`src/rtl/uart_tx_fifo.sv`:
```
// Write-buffered UART transmit queue: bus byte writes land in a FIFO and a
// drain FSM polls the UART core status and feeds its TX data register.
module uart_tx_fifo #(
  parameter int         DEPTH            = 16,
  parameter int         ADDR_WIDTH       = 4,
  parameter logic [3:0] UART_TXDATA_ADDR = 4'h0,
  parameter logic [3:0] UART_STATUS_ADDR = 4'h4,
  parameter int         UART_BUSY_BIT    = 0
) (
  input  logic                  clk_i,
  input  logic                  rst_i,
  input  logic                  en_i,
  input  logic                  data_req_i,
  output logic                  data_gnt_o,
  output logic                  data_rvalid_o,
  input  logic                  data_we_i,
  input  logic [3:0]            data_be_i,
  input  logic [ADDR_WIDTH-1:0] data_addr_i,
  input  logic [31:0]           data_wdata_i,
  output logic [31:0]           data_rdata_o,
  output logic                  uart_en_o,
  output logic                  uart_wen_o,
  output logic [3:0]            uart_addr_o,
  output logic [31:0]           uart_wdata_o,
  input  logic [31:0]           uart_rdata_i
);
  localparam int PW = $clog2(DEPTH);
  localparam int CW = $clog2(DEPTH + 1);

  typedef enum logic [2:0] {IDLE, POLL, CHECK, WRITE, HOLD} state_t;

  state_t         state, nxt;
  logic [7:0]     mem [DEPTH];
  logic [PW-1:0]  rd_ptr, wr_ptr;
  logic [CW-1:0]  count;
  logic           ovf;
  logic [3:0]     reg_addr;
  logic           full, empty, push_req, push_ok, drop, pop, flush, clr_ovf, st_rd;
  logic [31:0]    status;
  logic           unused_bits;

  assign reg_addr   = data_addr_i[3:0];
  assign data_gnt_o = data_req_i & en_i;
  assign full       = (count == CW'(DEPTH));
  assign empty      = (count == '0);

  assign push_req = data_gnt_o & data_we_i & (reg_addr == 4'h0) & data_be_i[0];
  assign flush    = data_gnt_o & data_we_i & (reg_addr == 4'h8) & data_wdata_i[1];
  assign clr_ovf  = data_gnt_o & data_we_i & (reg_addr == 4'h8) & data_wdata_i[0];
  assign st_rd    = data_gnt_o & ~data_we_i & (reg_addr == 4'h4);
  assign pop      = (state == WRITE);
  // A full FIFO still takes a push when the head leaves in the same cycle.
  assign push_ok  = push_req & (~full | pop);
  assign drop     = push_req & full & ~pop;

  assign status      = {16'b0, 8'(count), 5'b0, ovf, empty, full};
  assign unused_bits = ^{data_be_i[3:1], data_wdata_i[31:8], uart_rdata_i};

  always_ff @(posedge clk_i) begin
    if (push_ok) mem[wr_ptr] <= data_wdata_i[7:0];
  end

  always_ff @(posedge clk_i or posedge rst_i) begin
    if (rst_i) begin
      rd_ptr <= '0;
      wr_ptr <= '0;
      count  <= '0;
      ovf    <= 1'b0;
    end else begin
      if (flush) begin
        rd_ptr <= '0;
        wr_ptr <= '0;
        count  <= '0;
      end else begin
        if (pop)     rd_ptr <= rd_ptr + 1'b1;
        if (push_ok) wr_ptr <= wr_ptr + 1'b1;
        if (push_ok && !pop)      count <= count + 1'b1;
        else if (!push_ok && pop) count <= count - 1'b1;
      end
      if (clr_ovf)   ovf <= 1'b0;
      else if (drop) ovf <= 1'b1;
    end
  end

  always_ff @(posedge clk_i or posedge rst_i) begin
    if (rst_i) begin
      data_rvalid_o <= 1'b0;
      data_rdata_o  <= '0;
    end else begin
      data_rvalid_o <= data_gnt_o;
      data_rdata_o  <= st_rd ? status : 32'b0;
    end
  end

  always_ff @(posedge clk_i or posedge rst_i) begin
    if (rst_i) state <= IDLE;
    else       state <= nxt;
  end

  always_comb begin
    nxt = state;
    case (state)
      IDLE:  if (!empty) nxt = POLL;
      // Bailing out on empty also covers a flush that landed while in IDLE.
      POLL:  nxt = (flush || empty) ? IDLE : CHECK;
      CHECK: begin
        if (flush || empty)              nxt = IDLE;
        else if (uart_rdata_i[UART_BUSY_BIT]) nxt = POLL;
        else                             nxt = WRITE;
      end
      WRITE: nxt = HOLD;
      // Skip the idle cycle when more bytes wait, keeping 4 cycles per byte.
      HOLD:  nxt = empty ? IDLE : POLL;
      default: nxt = IDLE;
    endcase
  end

  // UART strobes are registered from the next state so they align with it.
  always_ff @(posedge clk_i or posedge rst_i) begin
    if (rst_i) begin
      uart_en_o    <= 1'b0;
      uart_wen_o   <= 1'b0;
      uart_addr_o  <= '0;
      uart_wdata_o <= '0;
    end else begin
      uart_en_o   <= (nxt == POLL) || (nxt == WRITE);
      uart_wen_o  <= (nxt == WRITE);
      uart_addr_o <= (nxt == POLL)  ? UART_STATUS_ADDR :
                     (nxt == WRITE) ? UART_TXDATA_ADDR : 4'h0;
      if (nxt == WRITE) uart_wdata_o <= {24'b0, mem[rd_ptr]};
    end
  end
endmodule
```
`config.mk`:
```
export PLATFORM = sky130hd
export DESIGN_NAME = uart_tx_fifo
export DESIGN_NICKNAME = d
export VERILOG_FILES = /design/src/rtl/uart_tx_fifo.sv
export SDC_FILE = /design/constraint.sdc
export NUM_CORES = 1
export LEC_CHECK = 0
export CAP_MARGIN = 15
export CORE_MARGIN = 3
export CORE_UTILIZATION = 45
export CTS_BUF_LIST = sky130_fd_sc_hd__clkbuf_4 sky130_fd_sc_hd__clkbuf_8
export CTS_CLUSTER_DIAMETER = 120
export DETAILED_ROUTE_END_ITERATION = 10
export PLACE_DENSITY = 0.83
export SLEW_MARGIN = 20
export SYNTH_ARGS = -nofsm -noshare
export SYNTH_HDL_FRONTEND = slang
export SYNTH_SLANG_ARGS = --single-unit
```
`constraint.sdc`:
```
create_clock -name clk_i -period 3.37 [get_ports clk_i]
set_clock_uncertainty 0.05 [all_clocks]
set_input_delay 0.337 -clock clk_i [delete_from_list [all_inputs] [get_ports clk_i]]
set_output_delay 0.337 -clock clk_i [all_outputs]
set_load 0.01 [all_outputs]
```
Word level (Yosys, flattened, before mapping)
Memories as Yosys holds them, arrays and structs flattened. A register that Yosys moved wholly into a read port is not among the register bits.
Index checks and enable logic that the tools add are counted.
{"block": "op_classes", "add_sub_neg": 4, "n_eq_ne": 9, "n_mux": 19, "bitwise": 16, "n_reduce_logical": 13}
{"operator": "4-bit two-way mux", "n": 4}
{"operator": "5-bit two-way mux", "n": 3}
{"operator": "3-bit one-hot mux with 5 select lines", "n": 1}
{"operator": "13-bit two-way mux", "n": 1}
{"operator": "1-bit bitwise AND", "n": 12}
{"operator": "3-bit by 2-bit equality test with 1-bit output (second input constant)", "n": 3}
{"operator": "4-bit by 1-bit adder with 4-bit output (second input constant)", "n": 2}
{"operator": "3-bit by 1-bit equality test with 1-bit output (second input constant)", "n": 2}
{"operator": "2-bit two-way mux", "n": 3}
{"operator": "3-bit two-way mux", "n": 2}
{"operator": "2-bit nonzero test", "n": 3}
{"operator": "5-bit by 1-bit adder with 5-bit output (second input constant)", "n": 1}
{"operator": "5-bit equality test (second input constant)", "n": 1}
{"operator": "5-bit zero test", "n": 1}
{"operator": "1-bit two-way mux", "n": 5}
{"operator": "5-bit by 1-bit subtractor with 5-bit output (second input constant)", "n": 1}
{"operator": "4-bit by 3-bit equality test with 1-bit output (second input constant)", "n": 1}
{"operator": "4-bit equality test (second input constant)", "n": 1}
{"operator": "4-bit zero test", "n": 1}
{"operator": "3-bit equality test (second input constant)", "n": 1}
{"operator": "3-bit zero test", "n": 1}
{"operator": "1-bit NOT", "n": 3}
{"operator": "3-bit nonzero test", "n": 1}
{"operator": "1-bit logical AND", "n": 2}
{"operator": "other kinds (3)", "n": 5}
{"block": "word_totals", "ff_bits": 36, "mem_bits_rw": 128, "inputBits": 77, "out_inout_bits": 72, "elab_cells": 72, "memories": 1}
{"memory": "mem", "words": 16, "width": 8, "read_ports": 1, "rd_clocked_by_memory_dff": 1, "write_ports": 1, "line": "33", "source": "logic [7:0] mem [DEPTH];"}

Depth between registers and ports, before layout
Gate-level depths: netlist of run 1.
{"block": "logic_depth", "depth_word": 10, "ltp_mapped": 10, "depth_no_buf": 10}

Worst setup path before layout of run 1
Ideal clock, no wire load.
{"block": "synth_path", "kind": "reg2reg", "startpoint": "register state[1]", "endpoint": "register count[4]", "setup_ps": 122, "arrival_ps": 2437, "required_time_ps": 3198, "path_slack_ps": 761, "path_stages_with_launch": 11, "n_path_buf": 0, "synth_period_minus_slack_ps": 2609, "cell_sequence": "dfrtp_1 nand3b_1 inv_2 nor3_4 nand2_1 fa_1 a21o_1 a21oi_1 nor3b_2 a211o_1 a32o_1"}
{"block": "synth_between", "elab_chain_len": 6, "elab_cells_between_ends": 10, "classes_between": "1 x eq/ne; 2 x mux; 2 x bitwise; 5 x reduce/logical"}
{"item": "start, declared", "line": "32", "source": "state_t state, nxt;"}
{"item": "start signal, assigned", "line": "97", "source": "else state <= nxt;"}
{"item": "3-bit by 2-bit equality test with 1-bit output *", "line": "51", "source": "assign pop = (state == WRITE);"}
{"item": "1-bit OR", "line": "53", "source": "assign push_ok = push_req & (~full | pop);"}
{"item": "1-bit bitwise AND", "line": "53"}
{"item": "1-bit logical AND or 1-bit zero test (tied branches)", "line": "77, 78"}
{"item": "5-bit two-way mux or 1-bit logical AND (tied branches)", "line": "77, 78"}
{"item": "5-bit two-way mux or 3-bit nonzero test (tied branches)"}
{"item": "end signal, assigned", "line": "77", "source": "if (push_ok && !pop) count <= count + 1'b1;"}
{"item": "end signal, assigned", "line": "78", "source": "else if (!push_ok && pop) count <= count - 1'b1;"}
{"item": "end, declared", "line": "35", "source": "logic [CW-1:0] count;"}
Every way passes the cells marked *; elsewhere a longest branch is shown, timed or not.
A chain may end at the register's enable or synchronous reset.

Worst setup path after layout of run 1
{"block": "layout_path", "startpoint": "register state[0]", "endpoint": "register count[4]"}
The elaborated chain is that of the path after synthesis.

==> results of run 1 <==
==> power by group <==
| part | internal, mW | switching [mW] |
|---|---|---|
| Clock | 0.510 | 0.723 |
| Sequential | 2.33 | 0.220 |
| Combinational | 0.810 | 0.750 |
==> through the flow <==
stage	worst slack, ps	util	instance area (µm²)
2_1_floorplan	761	-	7410
3_3_place_gp	190	0.498	7690
3_5_place_dp	106	0.498	7690
4_1_cts	370	0.520	8030
5_1_grt	167	0.520	8030
6_report	363	0.520	8030
==> sequential cells by signal, indices dropped and copies added (netlist names), 3 cells and up <==
signal        flops
count             5
data_rdata_o      8
mem             128
rd_ptr            4
state             3
uart_wdata_o      8
wr_ptr            4
==> synthesized netlist by cell type (all sizes together) <==
library cell	n
a211o	1
a21boi	1
a21o	2
a21oi	7
a221oi	8
a22o	8
a311oi	1
a31oi	1
a32o	1
and2	16
and2b	1
buf	60
clkbuf	6
clkdlybuf4s25	2
conb	1
dfrtp	37
edfxtp	128
fa	1
ha	9
inv	11
mux2	3
mux2i	2
mux4	32
nand2	20
nand2b	1
nand3	3
nand3b	3
nand4	2
nand4b	1
nand4bb	2
nor2	20
nor2b	2
nor3	9
nor3b	3
nor4	1
nor4b	2
o21ai	10
or4	1
xnor2	4
xor2	4
==> worst max-delay path: cells and delay by family, from the launching register on <==
kind                       cells  cell delay [ps]
DFF                            1              420
adders and majority gates      1              440
and+or+nand+nor                4              810
AOI/OAI and AO/OA              4             1040
buffers and inverters          1              140
==> cell type report <==
type | count | share of cell area
Sequential cell | 165 | 0.594
Tap cell | 211 | 0.0329
Clock buffer | 17 | 0.0292
Clock inverter | 15 | 0.0131
Inverter | 11 | 0.00514
Timing Repair Buffer | 57 | 0.0670
Multi-Input combinational cell | 233 | 0.258
==> cells by family after synthesis <==
family,after synthesis,synth area share
DFF,165,0.660
and+or+nand+nor,87,0.0727
buffers and inverters,79,0.0790
AOI/OAI and AO/OA,40,0.0476
muxes,37,0.112
adders and majority gates,10,0.0184
xor gates and xnor gates,8,0.00970
other,1,0.000519
==> routing by layer <==
layer  vias to the layer above  part of all wire  GRT usage
met5                         -                 0          0
met4                         0             0.018     0.0589
met3                        21             0.072     0.0411
met2                       182              0.49      0.241
met1                      1837              0.42      0.208
li1                       1646                 -          -
==> cell usage in the layout (no fill, tap or decap), types with 3 or more instances in the layout <==
cell             count
nand2_1             20
mux4_1               9
ha_1                 9
clkdlybuf4s50_1     39
mux2_2               3
nand3b_1             3
buf_4               17
clkbuf_8            17
conb_1              51
a21oi_1              6
dfrtp_1             36
a221oi_2             6
clkinv_2             4
o21ai_1              7
mux4_2              23
inv_1                9
edfxtp_1           128
and2_1              16
nor2_1              20
xor2_1               4
xnor2_1              4
nor3_1               8
clkinvlp_4           3
nand3_1              3
inv_6                3
a22o_1               8
==> how the worst min path moves through the flow <==
stage	start	to	slack [ps]	depth (start not counted)
floorplan	data_addr_i[3]	ovf	380	1
global placement	state[2]	state[1]	400	1
detailed placement	state[2]	state[1]	410	1
CTS	uart_rdata_i[0]	uart_addr_o[2]	400	3
global route	rst_i	data_rdata_o[1]	280	2
finish	rst_i	wr_ptr[0]	250	2
==> impl_metrics.yaml, run 1 <==
synthesis:
  yosys.area.top_type: "edfxtp_1"
  yosysUniqueCellTypes: 53
  synth.avg_cell_area_um2: 16.9
  synth-seq-area-share: 0.660
  synth_warnings: 0
  yosysTopAreaCellShare: 0.532
  ys_top_cells_by_area: "edfxtp_1, dfrtp_1, mux4_2"
  netlist_area_um2: 7220
  ys_ff_latch: 165
  synthCells: 427
worst_setup_path:
  worstPathMaxFanout: 8
  critPathSlowestCell: "fa_1"
  ff2ff_path_depth: 10
  critPathCaptureType: "register"
  max_stage_delay_ps: 440
  r2r_setup_slack_ps: 360
  r2r-start: "state[0]"
  cp.arrival_ps: 3300
  crit_path_start: "state[0]"
  cp.required_ps: 3660
  worstSetupStartpointType: "register"
  reg2reg_to: "count[4]"
  timing_worst_setup_path_type: "register to register"
  cp-endpoint: "count[4]"
  path_cells: "nand3b_1 > inv_2 > nor3_4 > nand2_1 > fa_1 > a21o_1 > a21oi_1 > nor3b_2 > a211o_1 > a32o_1"
clock_network:
  cts_inserted_buffers: 17
  htreeDepth: 4
  ctsResizeCount: 0
  postCtsHoldBufs: 0
  cts_root_buf: "clkbuf_8"
  clk_path_buf_depth: 2
  clock_sinks: 165
  cts_tree: "done"
  cts_setup_buffers: 0
  clkTransAtPathRegs_ps: 90
  clk_latency_ps: 450
detailed_routing:
  ant_nets: 0
  firstDrtPassIters: 5
  wl_per_cell_um: 18.1
  dr_total_vias: 3686
  drt_iter0_markers: 372
  drcViolationCount: 0
  avgViaCountPerCell: 5.20
  routed_wl_mm: 12.8
floorplan:
  rows: 45
  core-area_um2: 15400
  die_area_um2: 17600
  die_x_um: 133
  fp.dieH_um: 133
  start_util: 0.468
  ios: 149
final_layout:
  register_area_um2: 4770
  multiInputGateArea_um2: 2070
  fillCellCount: 1185
  drive_gt1_frac: 0.185
  antenna_cells: 0
  final_cells: 709
  syn_to_final_growth_pct: 11.1
  fin_nets: 572
place:
  dp.final_hpwl_mm: 8.65
  portBuffers: 39
  globalplace.congestion: 0.804
  dp.cells: 677
timing:
  rsz0062_at_grt: "no"
  max_freq_ghz: 0.333
  slew_headroom: 0.354
  tightestPinTransition_ps: 956
  finalHoldViolations: 0
  min_period_ps: 3010
  min_period_over_period: 0.892
  setup_viol: 0
  whs_ps: 246
  slew_violations: 0
  tns_ps: 0
power:
  p_per_area_nw_per_um2: 666
  irDropWorstVdd_v: 0.000275
  leakagePower_nw: 2.90
  p_total_mw: 5.34
min_path:
  hold_path.class: "primary input to asynchronous set/reset pin"
global_route:
  globalRoute.totalOverflow: 0
  grt_max_degree: 30
  grt_util_all_layers: 0.154
  grt_pass1_vias: 3700
  antenna_found_initial: 0
  grt_pass1_wl_mm: 20.6
run:
  cap_violations: 0
status:
  outcome: "finished, final reports clean"
Power figures use the tool's default switching activity.
==> run 2: changes to the inputs <==
RECOVER_POWER = 100   (was not set)
==> run 2 against run 1 <==
  * Clock power barely moved
  * Critical path depth fell by 6
  * Critical path type unchanged
  * Combinational power fell by 6%
  * Via count fell by 0.68%
  * Sequential power barely moved
  * Total power fell by 2.0%
  * Die area did not move
  * Maximum frequency fell by 1.2%
  * Non-clock buffer count did not move
==> impl_metrics.yaml, run 2 (same netlist as run 1, synthesis figures left out) <==
run:
  cap_violations: 0
floorplan:
  start_util: 0.468
  fp.dieH_um: 133
  ios: 149
  die_area_um2: 17600
  die_x_um: 133
  core-area_um2: 15400
  rows: 45
clock_network:
  postCtsHoldBufs: 0
  cts_inserted_buffers: 17
  cts_root_buf: "clkbuf_8"
  htreeDepth: 4
  clk_latency_ps: 450
  ctsResizeCount: 0
  clkTransAtPathRegs_ps: 80
  cts_tree: "done"
  cts_setup_buffers: 0
  clock_sinks: 165
  clk_path_buf_depth: 2
timing:
  tns_ps: 0
  max_freq_ghz: 0.328
  slew_headroom: 0.228
  setup_viol: 0
  finalHoldViolations: 0
  tightestPinTransition_ps: 1150
  min_period_over_period: 0.903
  rsz0062_at_grt: "no"
  slew_violations: 0
  min_period_ps: 3040
detailed_routing:
  drcViolationCount: 0
  avgViaCountPerCell: 5.16
  firstDrtPassIters: 4
  routed_wl_mm: 12.8
  wl_per_cell_um: 18.1
  dr_total_vias: 3661
  ant_nets: 0
  drt_iter0_markers: 406
place:
  globalplace.congestion: 0.804
  dp.final_hpwl_mm: 8.65
  portBuffers: 39
global_route:
  grt_pass1_wl_mm: 20.6
  grt_pass1_vias: 3700
  antenna_found_initial: 0
  globalRoute.totalOverflow: 0
  grt_max_degree: 30
  grt_util_all_layers: 0.154
final_layout:
  layout_common_cells: "edfxtp_1, conb_1, dfrtp_1, dlygate4sd3_1, mux4_2"
  antenna_cells: 0
  fillCellCount: 1220
  mostFrequentLayoutCell: "edfxtp_1"
  top_regs: "mem (128), data_rdata_o (8), uart_wdata_o (8)"
  fin_nets: 572
  syn_to_final_growth_pct: 9.40
  drive_gt1_frac: 0.131
  largest_register_ffs: 128
  largest-register: "mem"
power:
  p_per_area_nw_per_um2: 662
  p_sw_mw: 1.64
  leakagePower_nw: 2.86
  combinationalPowerShare: 0.279
  seq_power_share: 0.486
  p_total_mw: 5.23
  irDropWorstVdd_v: 0.000273
  p_int_mw: 3.59
  clock_power_share: 0.235
  swShare: 0.314
worst_setup_path:
  cp.arrival_ps: 3080
  worstPathMaxFanout: 9
  timing.critical_path.buf_inv: 0
  crit_family: "simple AND/OR/NAND/NOR gates"
  cp.required_ps: 3410
  critPathCaptureType: "register"
  critPathSlowestCell: "a311oi_1"
  worstSetupStartpointType: "register"
  path_cells: "nor4_4 > a311oi_1 > nor3b_1 > and2_0"
  timing_worst_setup_path_type: "register to register"
  max_stage_delay_ps: 980
status:
  outcome: "finished, final reports clean"
min_path:
  hold_path.class: "register to register"
-- run 2: changes by cell type in the layout (fill, tap and decap cells not counted), sizes merged --
cell,before,now
clkdlybuf4s50,39,8
dlygate4sd3,0,31
buf,18,3
clkbuf,17,32
-- run 2: worst paths after layout --
check                           cells past startpoint  slack [ps]      from         endpoint
worst max-delay path                                4         330  count[0]        mem[2][2]
worst min-delay path                                1         420  state[2]         state[1]
worst max register to register                      4         330  count[0]        mem[2][2]
worst min register to register                      1         420  state[2]         state[1]
max in group asynchronous                           3        1760     rst_i  uart_wdata_o[6]
min in group asynchronous                           2         580     rst_i  data_rdata_o[1]
-- run 2: worst register-to-register path: cells and delay by family (launching register included) --
kind	cells	cell delay, ps
simple gates	3	1150
flops	1	500
compound gates	1	980
-- run 2: power by group through the flow --
stage | Clock, mW | Combinational, mW | Sequential, mW
2_1_floorplan | 0 | 1.32 | 2.51
5_1_grt | 1.35 | 1.59 | 2.58
6_report | 1.23 | 1.46 | 2.54
3_5_place_dp | 0 | 1.56 | 2.60
4_1_cts | 1.26 | 1.57 | 2.55
3_3_place_gp | 0 | 1.51 | 2.59
-- run 2: routing by layer --
| metal | vias to the layer above | wire (µm) | track usage |
|---|---|---|---|
| met3 | 27 | 731 | 0.0411 |
| met5 | - | 0 | 0 |
| met4 | 0 | 293 | 0.0589 |
| li1 | 1644 | - | - |
| met1 | 1850 | 5470 | 0.208 |
| met2 | 140 | 6320 | 0.241 |
-- run 2: layout make-up --
| cell class | instances | area (µm²) | share of cell area |
|---|---|---|---|
| well taps | 211 | 264 | 0.0334 |
| flip-flops and latches | 165 | 4770 | 0.603 |
| clock buffers | 17 | 234 | 0.0296 |
| multi-input cells | 233 | 2010 | 0.254 |
| repair buffers | 57 | 482 | 0.0609 |
| clock inverters | 15 | 105 | 0.0133 |
| inverters | 11 | 41.3 | 0.00522 |
-- run 2: stage by stage --
stage,cell area (µm²),std cells,worst slack [ps],hold slack [ps],utilization
final,7900,709,326,421,0.512
after global routing,7900,709,89.0,414,0.512
after CTS,8030,709,370,401,0.520
after detailed placement,7690,677,106,412,0.498
after global placement,7690,677,190,403,0.498
after floorplan,7410,477,761,384,-
==> run 3: changes to the inputs <==
SLEW_MARGIN = not set   (was 20)
clock period = 3 ns   (was 3.37 ns; I/O delays follow)
==> run 3 against run 2 <==
  * Register-to-register slack worse by 99 ps
  * Via count up 1.3%
  * Worst setup slack worse by 99 ps
  * Utilization up 0.38 points
  * Final cell count up 1.1%
  * Sequential cell count unchanged
  * Maximum frequency up 9.8%
  * Highest routed layer unchanged
  * Clock-buffer cell count unchanged
  * Routed wire length up 2.4%
  * Sequential power up 12%
==> impl_metrics.yaml, run 3 (same netlist as run 1, synthesis figures left out) <==
power:
  leakagePower_nw: 2.90
  p_per_area_nw_per_um2: 754
  irDropWorstVdd_v: 0.000312
timing:
  tightestPinTransition_ps: 1010
  setup_viol: 0
  min_period_ps: 2770
  tns_ps: 0
  slew_headroom: 0.325
  min_period_over_period: 0.924
  whs_ps: 427
  rsz0062_at_grt: "no"
  slew_violations: 0
  finalHoldViolations: 0
  max_freq_ghz: 0.361
status:
  outcome: "finished, final reports clean"
place:
  globalplace.congestion: 0.819
  portBuffers: 39
  dp.cells: 687
  placed_cell_area_um2: 7760
  dp.final_hpwl_mm: 9.35
floorplan:
  start_util: 0.468
  fp.dieH_um: 133
  die_area_um2: 17600
  die_x_um: 133
  ios: 149
  rows: 45
  core-area_um2: 15400
detailed_routing:
  ant_nets: 0
  avgViaCountPerCell: 5.17
  drt_iter0_markers: 303
  routed_wl_mm: 13.1
  firstDrtPassIters: 4
  wl_per_cell_um: 18.3
  dr_total_vias: 3707
  drcViolationCount: 0
global_route:
  grt_max_degree: 25
  use_met3: 0.0414
  grt_pass1_vias: 3809
  grt_pass1_wl_mm: 20.7
  antenna_found_initial: 0
  grtUsageMet1: 0.191
  grt_busiest_layer: "met2"
  use_met2: 0.263
  grt_util_all_layers: 0.156
  globalRoute.totalOverflow: 0
final_layout:
  fin_nets: 582
  top_regs: "mem (128), data_rdata_o (8), uart_wdata_o (8)"
  fillCellCount: 1226
  largest_register_ffs: 128
  final_area_um2: 7960
  syn_to_final_growth_pct: 10.2
  final_cells: 717
  antenna_cells: 0
  layout_common_cells: "edfxtp_1, conb_1, dfrtp_1, dlygate4sd3_1, mux4_2"
  mostFrequentLayoutCell: "edfxtp_1"
  fin_util: 0.516
  largest-register: "mem"
  drive_gt1_frac: 0.132
run:
  cap_violations: 0
worst_setup_path:
  cp-endpoint: "count[4]"
  timing_worst_setup_path_type: "register to register"
  ff2ff_path_depth: 10
  critPathCaptureType: "register"
  cp.required_ps: 3270
  reg2reg_to: "count[4]"
  r2r-start: "state[1]"
  worstSetupStartpointType: "register"
  crit_path_start: "state[1]"
  cp.arrival_ps: 3050
  r2r_setup_slack_ps: 230
  worstPathMaxFanout: 8
clock_network:
  cts_tree: "done"
  ctsResizeCount: 0
  postCtsHoldBufs: 0
  clk_latency_ps: 440
  clk_path_buf_depth: 2
  htreeDepth: 4
  cts_inserted_buffers: 17
  cts_root_buf: "clkbuf_8"
  clock_sinks: 165
  cts_setup_buffers: 0
  clkTransAtPathRegs_ps: 80
min_path:
  hold_path.class: "primary input to asynchronous set/reset pin"
run 3: changes by cell type in the layout (fill, tap and decap cells not counted), moves of 2 or more:
cell	previous run	this run
buf_4	2	6
clkinv_2	4	2
clkbuf_1	15	21
and2_0	11	7
and2_1	5	9
bufinv_16	0	2
inv_6	3	1
run 3: worst max-delay path: stages, from the launching register on:
cell	delay, ps
dfrtp_1	430
nand3b_1	180
inv_2	120
nor3_4	210
nand2_1	140
fa_1	430
a21o_1	210
a21oi_1	280
nor3b_2	90
a211o_1	280
a32o_1	240
run 3: through the flow:
stage               worst slack (ps)  total power [mW]
finish                           227              6.00
global route                    25.1              6.32
CTS                              166              6.19
detailed placement             -21.1              4.72
global placement                64.1              4.62
floorplan                        391              4.30
run 3: per-layer routing:
| metal | part of all wire | routed length, µm |
|---|---|---|
| met1 | 0.40 | 5240 |
| met5 | 0 | 0 |
| met2 | 0.51 | 6710 |
| met3 | 0.075 | 991 |
| met4 | 0.015 | 197 |
run 3: cell type report:
type | instances | area [µm²] | share of cell area
clock buffer | 17 | 234 | 0.0294
clock inverter | 13 | 134 | 0.0168
inverter | 11 | 41.3 | 0.00519
multi-input combinational | 233 | 1990 | 0.249
sequential | 165 | 4770 | 0.599
tap | 211 | 264 | 0.0332
timing repair buffer | 67 | 534 | 0.0671
run 3: worst min-delay path by stage:
| stage | start | endpoint | slack, ps | cells after the start |
|---|---|---|---|---|
| after floorplan | data_addr_i[3] | ovf | 350 | 1 |
| after global placement | state[2] | state[1] | 400 | 1 |
| after detailed placement | uart_wdata_o[0] | uart_wdata_o[0] | 420 | 2 |
| after CTS | rst_i | uart_addr_o[2] | 320 | 2 |
| after global routing | en_i | data_rvalid_o | 430 | 2 |
| final | rst_i | uart_addr_o[2] | 430 | 2 |
run 3: where the power goes:
part	total [mW]	internal (mW)	switching (mW)
sequential	2.85	2.61	0.237
combinational	1.67	0.855	0.813
clock	1.48	0.727	0.757
